### src/rtl/flash_pkg.sv
// flash_pkg: read-FSM state type and parameter-derived width helpers for the flash burst reader
package flash_pkg;
  typedef enum logic [1:0] {IDLE, ISSUE, FILL} flash_rd_state_t;
  function automatic int bsel_w(input int data_width);
    return $clog2(data_width / 8);
  endfunction
  function automatic int wsel_w(input int burst_len);
    return $clog2(burst_len);
  endfunction
endpackage

### src/rtl/flash_line_buffer.sv
// flash_line_buffer: one cache line of flash words, single write port, combinational byte read
module flash_line_buffer #(
  parameter int DATA_WIDTH = 32,
  parameter int BURST_LEN = 4,
  parameter int IW = 2,
  parameter int BW = 2
) (
  input  logic                  clock,
  input  logic                  wr_en,
  input  logic [IW-1:0]         wr_idx,
  input  logic [DATA_WIDTH-1:0] wr_data,
  input  logic [IW-1:0]         rd_idx,
  input  logic [BW-1:0]         rd_bsel,
  output logic [7:0]            rd_byte
);
  logic [DATA_WIDTH-1:0] mem [BURST_LEN];
  always_ff @(posedge clock)
    if (wr_en) mem[wr_idx] <= wr_data;
  assign rd_byte = mem[rd_idx][{rd_bsel, 3'b000} +: 8];
endmodule

### src/rtl/flash_burst_reader.sv
// flash_burst_reader: byte read front-end for the UFM data port, one-line buffer refilled by a single burst
module flash_burst_reader
  import flash_pkg::*;
#(
  parameter int ADDR_WIDTH = 12,
  parameter int DATA_WIDTH = 32,
  parameter int BURST_WIDTH = 4,
  parameter int BURST_LEN = 4,
  localparam int BSEL = bsel_w(DATA_WIDTH),
  localparam int WSEL = wsel_w(BURST_LEN)
) (
  input  logic                       clock,
  input  logic                       reset,
  input  logic                       req_valid,
  input  logic [ADDR_WIDTH+BSEL-1:0] req_addr,
  output logic                       req_ready,
  output logic                       rsp_valid,
  output logic [7:0]                 rsp_data,
  input  logic                       invalidate,
  output logic [ADDR_WIDTH-1:0]      avm_addr,
  output logic                       avm_read,
  output logic [BURST_WIDTH-1:0]     avm_burstcount,
  input  logic [DATA_WIDTH-1:0]      avm_readdata,
  input  logic                       avm_waitrequest,
  input  logic                       avm_readdatavalid
);
  localparam int CW = WSEL > 0 ? WSEL : 1;
  localparam int BW = BSEL > 0 ? BSEL : 1;
  localparam int TW = ADDR_WIDTH - WSEL;
  localparam int RW = ADDR_WIDTH + BSEL;
  localparam logic [CW-1:0] LAST = CW'(BURST_LEN - 1);
  localparam logic [ADDR_WIDTH-1:0] OFF_MASK = ADDR_WIDTH'(BURST_LEN - 1);
  localparam logic [RW-1:0] BSEL_MASK = RW'(DATA_WIDTH / 8 - 1);
  flash_rd_state_t state;
  logic [TW-1:0] tag;
  logic line_valid, inv_pend, hit;
  logic [CW-1:0] beat_cnt, off_q, req_off;
  logic [BW-1:0] bsel_q, req_bsel;
  logic [ADDR_WIDTH-1:0] req_word;
  logic [7:0] buf_byte, beat_byte;
  assign req_word = req_addr[RW-1:BSEL];
  assign req_off = CW'(req_word & OFF_MASK);
  assign req_bsel = BW'(req_addr & BSEL_MASK);
  assign hit = line_valid && !invalidate && tag == req_word[ADDR_WIDTH-1:WSEL];
  assign beat_byte = avm_readdata[{bsel_q, 3'b000} +: 8];
  assign req_ready = state == IDLE;
  assign avm_burstcount = BURST_WIDTH'(BURST_LEN);
  flash_line_buffer #(
    .DATA_WIDTH(DATA_WIDTH),
    .BURST_LEN(BURST_LEN),
    .IW(CW),
    .BW(BW)
  ) u_line (
    .clock(clock),
    .wr_en(state == FILL && avm_readdatavalid),
    .wr_idx(beat_cnt),
    .wr_data(avm_readdata),
    .rd_idx(req_off),
    .rd_bsel(req_bsel),
    .rd_byte(buf_byte)
  );
  always_ff @(posedge clock or posedge reset) begin
    if (reset) begin
      state <= IDLE;
      tag <= '0;
      line_valid <= 1'b0;
      inv_pend <= 1'b0;
      beat_cnt <= '0;
      off_q <= '0;
      bsel_q <= '0;
      rsp_valid <= 1'b0;
      rsp_data <= '0;
      avm_read <= 1'b0;
      avm_addr <= '0;
    end else begin
      rsp_valid <= 1'b0;
      case (state)
        IDLE: begin
          if (invalidate) line_valid <= 1'b0;
          if (req_valid && hit) begin
            rsp_data <= buf_byte;
            rsp_valid <= 1'b1;
          end else if (req_valid) begin
            off_q <= req_off;
            bsel_q <= req_bsel;
            tag <= req_word[ADDR_WIDTH-1:WSEL];
            line_valid <= 1'b0;
            inv_pend <= 1'b0;
            avm_addr <= req_word & ~OFF_MASK;
            avm_read <= 1'b1;
            state <= ISSUE;
          end
        end
        ISSUE: begin
          if (invalidate) inv_pend <= 1'b1;
          if (!avm_waitrequest) begin
            avm_read <= 1'b0;
            state <= FILL;
          end
        end
        FILL: begin
          if (invalidate) inv_pend <= 1'b1;
          if (avm_readdatavalid) begin
            beat_cnt <= beat_cnt == LAST ? '0 : beat_cnt + 1'b1;
            if (beat_cnt == off_q) begin
              rsp_data <= beat_byte;
              rsp_valid <= 1'b1;
            end
            // an invalidate on the final beat still counts as during the fill
            if (beat_cnt == LAST) begin
              line_valid <= !(inv_pend || invalidate);
              state <= IDLE;
            end
          end
        end
        default: state <= IDLE;
      endcase
    end
  end
endmodule

### config.mk
export PLATFORM = sky130hd
export DESIGN_NAME = flash_burst_reader
export DESIGN_NICKNAME = d
export VERILOG_FILES = /design/src/rtl/flash_pkg.sv /design/src/rtl/flash_line_buffer.sv /design/src/rtl/flash_burst_reader.sv
export SDC_FILE = /design/constraint.sdc
export NUM_CORES = 1
export LEC_CHECK = 0
export ABC_AREA = 1
export CAP_MARGIN = 20
export CORE_MARGIN = 8
export CORE_UTILIZATION = 29
export DETAILED_ROUTE_END_ITERATION = 10
export PLACE_DENSITY = 0.52
export SETUP_SLACK_MARGIN = 0.15
export SLEW_MARGIN = 20
export SYNTH_ARGS = -nofsm -noshare
export SYNTH_HDL_FRONTEND = slang
export SYNTH_SLANG_ARGS = --single-unit
### constraint.sdc
create_clock -name clock -period 3.87 [get_ports clock]
set_clock_uncertainty 0.1 [all_clocks]
set_input_delay 0.774 -clock clock [delete_from_list [all_inputs] [get_ports clock]]
set_output_delay 0.774 -clock clock [all_outputs]
set_load 0.005 [all_outputs]
Word-level counts from Yosys, hierarchy flattened
Memories as Yosys holds them, arrays and structs flattened.
Index checks and enable logic that the tools add are counted.
{"block": "op_classes", "addsub": 1, "n_eq_ne": 13, "n_shift": 2, "muxes": 31, "bitwise_logic": 1, "reduce_logical": 19}
{"operator": "indexed part select 32 x 6 -> 8 bit", "count": 2}
{"operator": "2-to-1 mux 8 bit", "count": 3}
{"operator": "2-to-1 mux 1 bit", "count": 16}
{"operator": "case mux 8 bit (2 select lines)", "count": 1}
{"operator": "2-to-1 mux 2 bit", "count": 6}
{"operator": "AND reduction 4 bit", "count": 3}
{"operator": "equality test 10 bit", "count": 1}
{"operator": "!= test 2 x 1 -> 1 bit (second input constant)", "count": 4}
{"operator": "!= test 2 bit (second input constant)", "count": 4}
{"operator": "case mux 1 bit (2 select lines)", "count": 4}
{"operator": "case mux 2 bit (3 select lines)", "count": 1}
{"operator": "AND reduction 3 bit", "count": 2}
{"operator": "nonzero test 2 bit", "count": 3}
{"operator": "AND reduction 5 bit", "count": 1}
{"operator": "equality test 2 bit (second input constant)", "count": 2}
{"operator": "logical AND 1 bit", "count": 4}
{"operator": "adder 2 x 1 -> 2 bit (second input constant)", "count": 1}
{"operator": "equality test 2 x 1 -> 1 bit (second input constant)", "count": 1}
{"operator": "equality test 2 bit", "count": 1}
{"operator": "zero test 1 bit", "count": 2}
{"operator": "zero test 2 bit", "count": 1}
{"operator": "AND reduction 2 bit", "count": 1}
{"operator": "OR reduction 2 bit", "count": 1}
{"operator": "logical OR 1 bit", "count": 1}
{"operator": "NOT 1 bit", "count": 1}
{"block": "totals", "ff_bits": 30, "ram_bits": 128, "in_bits": 52, "output_inout_bits": 27, "elab_cells": 78, "n_memories": 1}
{"memory": "u_line.mem", "words": 4, "width": 32, "read_ports": 1, "rd_ports_with_merged_regs": 0, "write_ports": 1, "line_no": "flash_line_buffer.sv:16", "rtl": "logic [DATA_WIDTH-1:0] mem [BURST_LEN];"}

Depth between registers and ports, before layout
{"block": "depth", "word_depth": 6, "depth_mapped": 13, "ltp_nobuf": 12}

By module
Synthesis repeated with hierarchy kept, for this count alone.
{"block": "unflattened", "cells_unflattened": 812, "area_unflattened_um2": 7534.7}
{"mod": "flash_line_buffer", "instances": 1, "cells_each": 523, "area_each_um2": 5530.3, "seq_area_each_um2": 3843.7}
{"mod": "flash_burst_reader", "instances": 1, "cells_each": 289, "area_each_um2": 2004.4, "seq_area_each_um2": 750.7}

Worst setup path before layout
OpenSTA, ideal clock, no wires.
{"block": "synth_timing", "path_kind": "input -> register", "from": "input port avm_readdatavalid", "to": "register line_valid", "setup_time_ps": 65, "arrival_ps": 2719, "required_ps": 3705, "slack_ps": 986, "cell_stages": 5, "path_buffers": 0, "path_cell_list": "nand2_1 -> nor2_1 -> o21ai_0 -> o21bai_1 -> nand2_1"}
{"block": "synth_via", "elab_chain_len": 2}
{"element": "start: declaration", "line_no": "flash_burst_reader.sv:25", "rtl": "input logic avm_readdatavalid"}
{"element": "!= test 2 bit (no source line)"}
{"element": "AND reduction 3 bit (no source line)"}
{"element": "end signal: assignment", "line_no": "flash_burst_reader.sv:111", "rtl": "line_valid <= !(inv_pend || invalidate);"}
{"element": "end: declaration", "line_no": "flash_burst_reader.sv:36", "rtl": "logic line_valid, inv_pend, hit;"}
Every way passes these cells.
A chain may end at the register's enable or synchronous reset.

Worst setup path in the final report
{"block": "layout_timing", "from": "register state[1]", "to": "output port req_ready"}
{"block": "layout_via", "elab_chain_len": 1}
{"element": "start: declaration", "line_no": "flash_burst_reader.sv:34", "rtl": "flash_rd_state_t state;"}
{"element": "start signal: assignment", "line_no": "flash_burst_reader.sv:64", "rtl": "state <= IDLE;"}
{"element": "start signal: assignment", "line_no": "flash_burst_reader.sv:91", "rtl": "state <= ISSUE;"}
{"element": "start signal: assignment", "line_no": "flash_burst_reader.sv:98", "rtl": "state <= FILL;"}
{"element": "zero test 2 bit", "line_no": "flash_burst_reader.sv:46", "rtl": "assign req_ready = state == IDLE;"}
{"element": "end: declaration", "line_no": "flash_burst_reader.sv:16", "rtl": "output logic req_ready,"}
Every way passes these cells.

==> results.md <==
- Asr flop ratio synth: 19.0%
- Worst Setup Path Type: reg2out
- Critical path's top delay family: buffers and inverters
- Clock-pin slew on the worst setup and hold paths: 0.06 ns
- CTS Root Cell: clkbuf_16
- Area Overhead vs Synth: 22.5%
- Headroom to the max-slew limit: 48.7%
- Post-synthesis area per instance: 9.61 um2
- Wire length per cell: 16.7 um
- Gr ovfl total: 0
- XOR/XNOR Fraction of Synth Area: 0.479%
- Starting Density: 29.3%
- Layout fillers: 2612
- Power Dens Cells: 580 mW/mm2
- Critical Path AT: 1.77 ns
- Max-capacitance violation count: 0
- Antenna violations before repair: 0
- DR pass1 iterations: 5
- Status: completed
- Number of buffers added on ports: 72
- Drt total wl: 19700 um
- Largest net degree at the start of global routing: 69
- Worst setup EP type: output pin
- Sequential area share after synthesis: 62.8%
- Main combinational cell family by area after synthesis: simple AND/OR/NAND/NOR gates
- Die W: 175 um
- HP Class: reg2reg
- WP data required: 3.00 ns
- Cts bufs inserted: 17
- Post-synth cell types: 30
- Clk_lat worst skew: 0.42 ns
- Via count: 5348
- Routability cong.: 0.758
- Post-synthesis compound-gate area fraction: 4.84%
- Post-route setup TNS: 0 ns
- Post-Synthesis Cells: 762
- Layout cell share with drive strength beyond 1: 7.79%
- Post-CTS Hold Fix Bufs: 0
- Die height: 175 um
- CP Cell Sequence: inv_1 -> ha_1 -> clkdlybuf4s50_1
- Drc violations: 0
- Die ar.: 0.0306 mm2
- Max Fclk: 0.378 GHz
- Synth Area in Simple Gates: 23.4%
- Global-route wire length before repair: 30700 um
- Final Max Slew Viols: 0
- Vias in the first global route: 5440
- Routed Antenna Nets: 0
- FP Rows: 58
- DP HPWL: 13000 um
- Nets: 894
- PnR worst setup slack: 1.22 ns
- Initial DRC Count: 341
- Synthesis-stage register bit count: 158
- Total GRT Usage: 13.0%
- Worst Path Max Fanout: 4
- CP peak stage delay: 0.55 ns
- Synthesis Warnings: 0
- Lkg Pwr: 0.00372 uW
- CP Buf/Inv Count: 2
- Adder-Cell Fraction of Synth Area: 1.37%
- CORE AREA: 0.0250 mm2
- Critical path startpoint category: register
- Post-cts resize count: 0
- Post-CTS setup buffer count: 0
- H-Tree Depth: 4
- Slowest cell on crit path: clkdlybuf4s50_1
- Fin crit share: 68.4%
- Most used DFF post-synth: edfxtp_1
- Actual slew at the worst max-slew pin: 0.769 ns
- Post-synth top area cell: edfxtp_1
- Clock Sinks: 158
- Min cycle time layout: 2.65 ns
- Ports: 79
- Synthesized cell area: 0.00732 mm2
- Antenna Cells: 0
- Post-Place Worst Slack: 1.08 ns
- Post-DR vias/cell: 4.54
- Final setup fails: 0
- Worst VDD drop: 0.226 mV
- CTS tree: yes
- Post-synth EDFFs: 128
- Final Hold Vio Count: 0
- Main area contributors after synthesis: edfxtp_1 53%, nand2_1 14%, dfrtp_1 10%, nand3_1 4.6%, inv_1 3.5%
- Hold_ws: 0.373 ns
- Mux contribution to synthesized area: 0%
- CTS Buffer Depth: 2
- Top cell type's share of synthesized area: 52.5%
- RSZ-0062 raised after global routing: false
- Fin util: 35.9%
stage by stage:
step	instance area (um2)	total power, uW	std cells
2_1_floorplan	7340	3030	766
3_3_place_gp	8390	3580	1145
3_5_place_dp	8390	3580	1145
4_1_cts	8970	5250	1177
5_1_grt	8970	5500	1177
6_report	8970	5200	1177
layout make-up:
cell class | instances | area [um2] | area share (%)
flip-flops and latches | 158 | 4590 | 51.2
multi-input cells | 497 | 2250 | 25.1
repair buffers | 87 | 853 | 9.51
clock buffers | 22 | 464 | 5.18
well taps | 330 | 413 | 4.60
inverters | 73 | 275 | 3.07
clock inverters | 10 | 114 | 1.27
logic make-up (layout without fill, tap and decap cells):
logic type,count (synthesis),after routing
AOI/OAI and AO/OA,56,56
xor gates and xnor gates,4,4
adders and majority gates,8,8
buffers and inverters,111,192
DFF,158,158
other,2,6
and+or+nand+nor,423,423
power by group:
group	internal, uW	switching [uW]	leakage (uW)
combinational	545	755	0.00192
sequential	2070	177	0.00153
clock	982	673	0.000272
flip-flops by register name (all words and copies together), names as in the netlist:
register and count:
line_valid 1, avm_read 1, avm_addr 10, rsp_valid 1, rsp_data 8, u_line.mem 128, bsel_q 2, state 2
beat_cnt 2, off_q 2, inv_pend 1
cells in the mapped netlist, types with 5 or more instances:
cell and number:
buf_2 15, buf_4 11, buf_6 5, dfrtp_1 30
edfxtp_1 128, ha_1 8, inv_1 68, nand2_1 281
nand3_1 68, nand4_1 5, nor2_1 64, o21ai_0 20
o21ai_1 11, o21ai_2 9, o32ai_1 8
worst min-delay path, cell delays in order (launching register included):
cell	delay, ns
dfrtp_1	0.34
nand2_1	0.05
nand2_1	0.04
layer usage:
| layer | vias up | part of all wire, % | track usage, % |
|---|---|---|---|
| li1 | 2627 | - | - |
| met1 | 2550 | 45 | 16.2 |
| met2 | 147 | 46 | 20.7 |
| met3 | 24 | 6.9 | 4.40 |
| met4 | 0 | 1.8 | 4.77 |
| met5 | - | 0 | 0 |
path summary, 6_finish.rpt:
kind | start | to | slack, ns | depth (start not counted)
setup reg to reg | state[0] | rsp_data[4] | 1.42 | 11
min in group asynchronous | reset | avm_addr[10] | 0.64 | 3
hold / removal | avm_read | avm_read | 0.37 | 2
setup / recovery | state[1] | req_ready | 1.22 | 3
hold reg to reg | avm_read | avm_read | 0.37 | 2
max in group asynchronous | reset | beat_cnt[1] | 2.73 | 3
cell usage in the layout, fill, tap and decap left out:
cell / instances
inv_2: 2
nor2_4: 5
a21oi_1: 4
clkinv_2: 4
conb_1: 6
edfxtp_1: 128
o211ai_1: 3
clkinvlp_4: 4
o21ai_2: 9
nand4_1: 5
clkinv_1: 2
clkinv_4: 1
dfrtp_1: 30
nand2_2: 1
xnor2_1: 4
clkbuf_16: 17
buf_2: 1
nand2_4: 2
o21ai_1: 11
o21ai_0: 20
o32ai_1: 8
nand2_1: 281
clkbuf_8: 2
clkbuf_1: 3
clkdlybuf4s50_1: 71
buf_12: 2
bufinv_16: 2
o21bai_1: 1
inv_1: 68
nor2_1: 60
nand3_1: 68
ha_1: 8
buf_4: 13
nor2_2: 1
(Power assumes the default switching activity.)
==> RTL edit 1, RTL diff (same settings) <==
Encoding of `flash_rd_state_t`: now one-hot (3 bits for 3 states).
--- a/src/rtl/flash_pkg.sv
+++ b/src/rtl/flash_pkg.sv
@@ -1,5 +1,5 @@
 // flash_pkg: read-FSM state type and parameter-derived width helpers for the flash burst reader
 package flash_pkg;
-  typedef enum logic [1:0] {IDLE, ISSUE, FILL} flash_rd_state_t;
+  typedef enum logic [2:0] {IDLE = 3'b001, ISSUE = 3'b010, FILL = 3'b100} flash_rd_state_t;
   function automatic int bsel_w(input int data_width);
     return $clog2(data_width / 8);
Check against the original RTL: no difference found for any inputs over 10 cycles, from zero or initial values and one cycle with reset high; not proved beyond that.
==> RTL edit 1 against the unedited design <==
Total power fell by 8.5%; setup slack worse by 0.12 ns; design area decreased by 0.36%; critical endpoint unchanged; count of clock-buffer cells in the layout unchanged; routed wire length grew 0.70%; area after synthesis down 0.26%; hold slack gained 0.0079 ns; sequential cell count grew 1.
==> RTL edit 1: results (changes against the unedited design) <==
<table>
<tr><th>Metric</th><th>Value</th></tr>
<tr><th colspan="2">Worst setup path</th></tr>
<tr><td>Reg-to-Reg Start</td><td>state[1] (was state[0])</td></tr>
<tr><td>Worst path arrival time</td><td>1.90 ns (was 1.77 ns)</td></tr>
<tr><td>Worst setup path startpoint</td><td>state[0] (was state[1])</td></tr>
<tr><td>Critical-path maximum fanout</td><td>7 (was 4)</td></tr>
<tr><td>Number of cells on the worst reg-to-reg path</td><td>6 (was 11)</td></tr>
<tr><th colspan="2">STA</th></tr>
<tr><td>Hold_ws</td><td>0.3810 ns (was 0.3731 ns)</td></tr>
<tr><td>Achievable frequency</td><td>0.3609 GHz (was 0.3778 GHz)</td></tr>
<tr><th colspan="2">Yosys</th></tr>
<tr><td>Proportion of synthesized chip area in sequential cells</td><td>63.28% (was 62.76%)</td></tr>
<tr><td>Area fraction in compound gates after synthesis</td><td>3.598% (was 4.837%)</td></tr>
<tr><th colspan="2">Global routing</th></tr>
<tr><td>Routing usage on met2</td><td>21.83% (was 20.72%)</td></tr>
<tr><td>Met3 global-route usage</td><td>4.058% (was 4.403%)</td></tr>
<tr><td>Largest net degree at the start of global routing</td><td>65 (was 69)</td></tr>
<tr><td>Wire length of the first global-routing pass</td><td>31370 microns (was 30740 microns)</td></tr>
<tr><th colspan="2">Route</th></tr>
<tr><td>Routed Wire Length</td><td>19820 microns (was 19680 microns)</td></tr>
<tr><td>Wire length on met2</td><td>9362 microns (was 9110 microns)</td></tr>
<tr><td>First DRT Iteration DRCs</td><td>320 (was 341)</td></tr>
<tr><td>Met1 wire length</td><td>9013 microns (was 8846 microns)</td></tr>
<tr><th colspan="2">Run status</th></tr>
<tr><td>Outcome</td><td>finished, final reports clean (unchanged)</td></tr>
<tr><th colspan="2">Pwr</th></tr>
<tr><td>Static leakage</td><td>3.766 nW (was 3.723 nW)</td></tr>
<tr><td>Sw Share</td><td>29.46% (was 30.88%)</td></tr>
<tr><th colspan="2">Placement</th></tr>
<tr><td>Post-Place Cell Area</td><td>8368 sq um (was 8391 sq um)</td></tr>
<tr><td>Post-DP HPWL</td><td>12780 microns (was 13020 microns)</td></tr>
<tr><td>Placer's final routability congestion estimate</td><td>0.7783 (was 0.7575)</td></tr>
<tr><th colspan="2">Worst hold path</th></tr>
<tr><td>Hold path start</td><td>inv_pend (was avm_read)</td></tr>
<tr><th colspan="2">Cells and area</th></tr>
<tr><td>Count of non-filler cells in the finished layout</td><td>1173 (was 1177)</td></tr>
</table>
-- RTL edit 1: area by class of cell --
class / count / area (sq um) / area share, %
Sequential cell: 159 / 4621 / 51.71
Multi-Input combinational cell: 465 / 2113 / 23.65
Timing Repair Buffer: 85 / 838.3 / 9.381
Clock inverter: 10 / 103.9 / 1.162
Clock buffer: 22 / 464.2 / 5.195
Tap cell: 330 / 412.9 / 4.621
Inverter: 102 / 382.9 / 4.285
-- RTL edit 1: power by group through the flow --
| stage | Clock (mW) | Sequential, mW | Combinational (mW) |
|---|---|---|---|
| 3_5_place_dp | 0 | 2.22 | 0.962 |
| 6_report | 1.62 | 2.19 | 0.949 |
| 5_1_grt | 1.73 | 2.22 | 1.08 |
| 4_1_cts | 1.65 | 2.19 | 0.968 |
| 3_3_place_gp | 0 | 2.22 | 0.951 |
| 2_1_floorplan | 0 | 2.14 | 0.590 |
==> RTL edit 2, RTL diff (same flow settings) <==
Without the edit above. Set the parameter `BURST_WIDTH` to 6 (it was 4).
--- a/src/rtl/flash_burst_reader.sv
+++ b/src/rtl/flash_burst_reader.sv
@@ -5,5 +5,5 @@
   parameter int ADDR_WIDTH = 12,
   parameter int DATA_WIDTH = 32,
-  parameter int BURST_WIDTH = 4,
+  parameter int BURST_WIDTH = 6,
   parameter int BURST_LEN = 4,
   localparam int BSEL = bsel_w(DATA_WIDTH),
Ports: changed (resized avm_burstcount); port bits go from 79 to 81. No check against the original RTL was run, so the function may have changed too.
==> RTL edit 2 against the unedited design <==
Maximum frequency up 0.62%; via count down 0.86%; design area about the same; non-clock buffer count down 2; routed wire length about the same; area after synthesis up 0.21%; final cell count unchanged; sequential cell count unchanged; setup slack better by 0.016 ns; synthesized cell count up 0.26%; count of clock-buffer cells in the layout down 5; total power about the same; largest cell class unchanged.
==> RTL edit 2: results (changes against the unedited design) <==
<table>
<tr><th>Metric</th><th>Value</th></tr>
<tr><th colspan="2">Global routing</th></tr>
<tr><td>Met3 global-route usage</td><td>3.648% (was 4.403%)</td></tr>
<tr><td>Overall track demand over capacity in global routing</td><td>13.33% (was 13.03%)</td></tr>
<tr><td>Wire length of the first global-routing pass</td><td>31530 microns (was 30740 microns)</td></tr>
<tr><td>Routing usage on met2</td><td>20.90% (was 20.72%)</td></tr>
<tr><td>Number of global-route vias before repair</td><td>5427 (was 5440)</td></tr>
<tr><th colspan="2">Yosys</th></tr>
<tr><td>Xor and xnor fraction of the mapped netlist area</td><td>0.4776% (was 0.4786%)</td></tr>
<tr><td>Area fraction in compound gates after synthesis</td><td>4.827% (was 4.837%)</td></tr>
<tr><td>Post-synthesis adder-cell area fraction</td><td>1.364% (was 1.367%)</td></tr>
<tr><th colspan="2">Route</th></tr>
<tr><td>Total via count in the routed design</td><td>5302 (was 5348)</td></tr>
<tr><td>First DRT Iteration DRCs</td><td>450 (was 341)</td></tr>
<tr><td>Routed wirelength normalized by instance count</td><td>16.74 microns (was 16.72 microns)</td></tr>
<tr><td>Wire length on met2</td><td>9200 microns (was 9110 microns)</td></tr>
<tr><th colspan="2">Pwr</th></tr>
<tr><td>Worst vdd ir</td><td>0.0002748 V (was 0.0002260 V)</td></tr>
<tr><td>Static leakage</td><td>3.729 nW (was 3.723 nW)</td></tr>
<tr><td>Internal power contribution</td><td>3.519 mW (was 3.593 mW)</td></tr>
<tr><th colspan="2">Placement</th></tr>
<tr><td>Post-DP HPWL</td><td>12890 microns (was 13020 microns)</td></tr>
<tr><td>Post-Place Cell Area</td><td>8383 sq um (was 8391 sq um)</td></tr>
<tr><td>Placer's final routability congestion estimate</td><td>0.7890 (was 0.7575)</td></tr>
<tr><th colspan="2">Worst setup path</th></tr>
<tr><td>RR Endpoint</td><td>u_line.mem[2][27] (was rsp_data[4])</td></tr>
<tr><td>Number of cells on the worst reg-to-reg path</td><td>6 (was 11)</td></tr>
<tr><th colspan="2">Cells and area</th></tr>
<tr><td>Portion of the layout cell area used by non-clock buffers</td><td>9.355% (was 9.515%)</td></tr>
<tr><td>Multi-input gates</td><td>499 (was 497)</td></tr>
<tr><td>Flip-flop and latch count</td><td>158 (unchanged)</td></tr>
<tr><td>Seq area share</td><td>51.27% (was 51.23%)</td></tr>
<tr><td>Fillers</td><td>2585 (was 2612)</td></tr>
<tr><th colspan="2">Run status</th></tr>
<tr><td>Outcome</td><td>finished, final reports clean (unchanged)</td></tr>
<tr><th colspan="2">Worst hold path</th></tr>
<tr><td>Hold path start</td><td>inv_pend (was avm_read)</td></tr>
<tr><td>Endpoint, Worst Hold</td><td>inv_pend (was avm_read)</td></tr>
<tr><th colspan="2">STA</th></tr>
<tr><td>Hold_ws</td><td>0.3815 ns (was 0.3731 ns)</td></tr>
</table>
[RTL edit 2: metrics by stage]
stage,worst slack [ns],std cells,total power [mW],utilization [%]
2_1_floorplan,0.9860,770,3.032,-
3_3_place_gp,1.017,1145,3.599,33.48
3_5_place_dp,0.9883,1145,3.606,33.48
4_1_cts,1.192,1177,5.265,35.79
5_1_grt,1.150,1177,5.511,35.79
6_report,1.239,1177,5.201,35.79
[RTL edit 2: power by group through the flow]
| stage | sequential (mW) | combinational, mW | clock, mW |
|---|---|---|---|
| after detailed placement | 2.28 | 1.33 | 0 |
| after global routing | 2.28 | 1.49 | 1.74 |
| final | 2.25 | 1.31 | 1.64 |
| after floorplan | 2.20 | 0.827 | 0 |
| after global placement | 2.29 | 1.31 | 0 |
| after CTS | 2.25 | 1.34 | 1.68 |
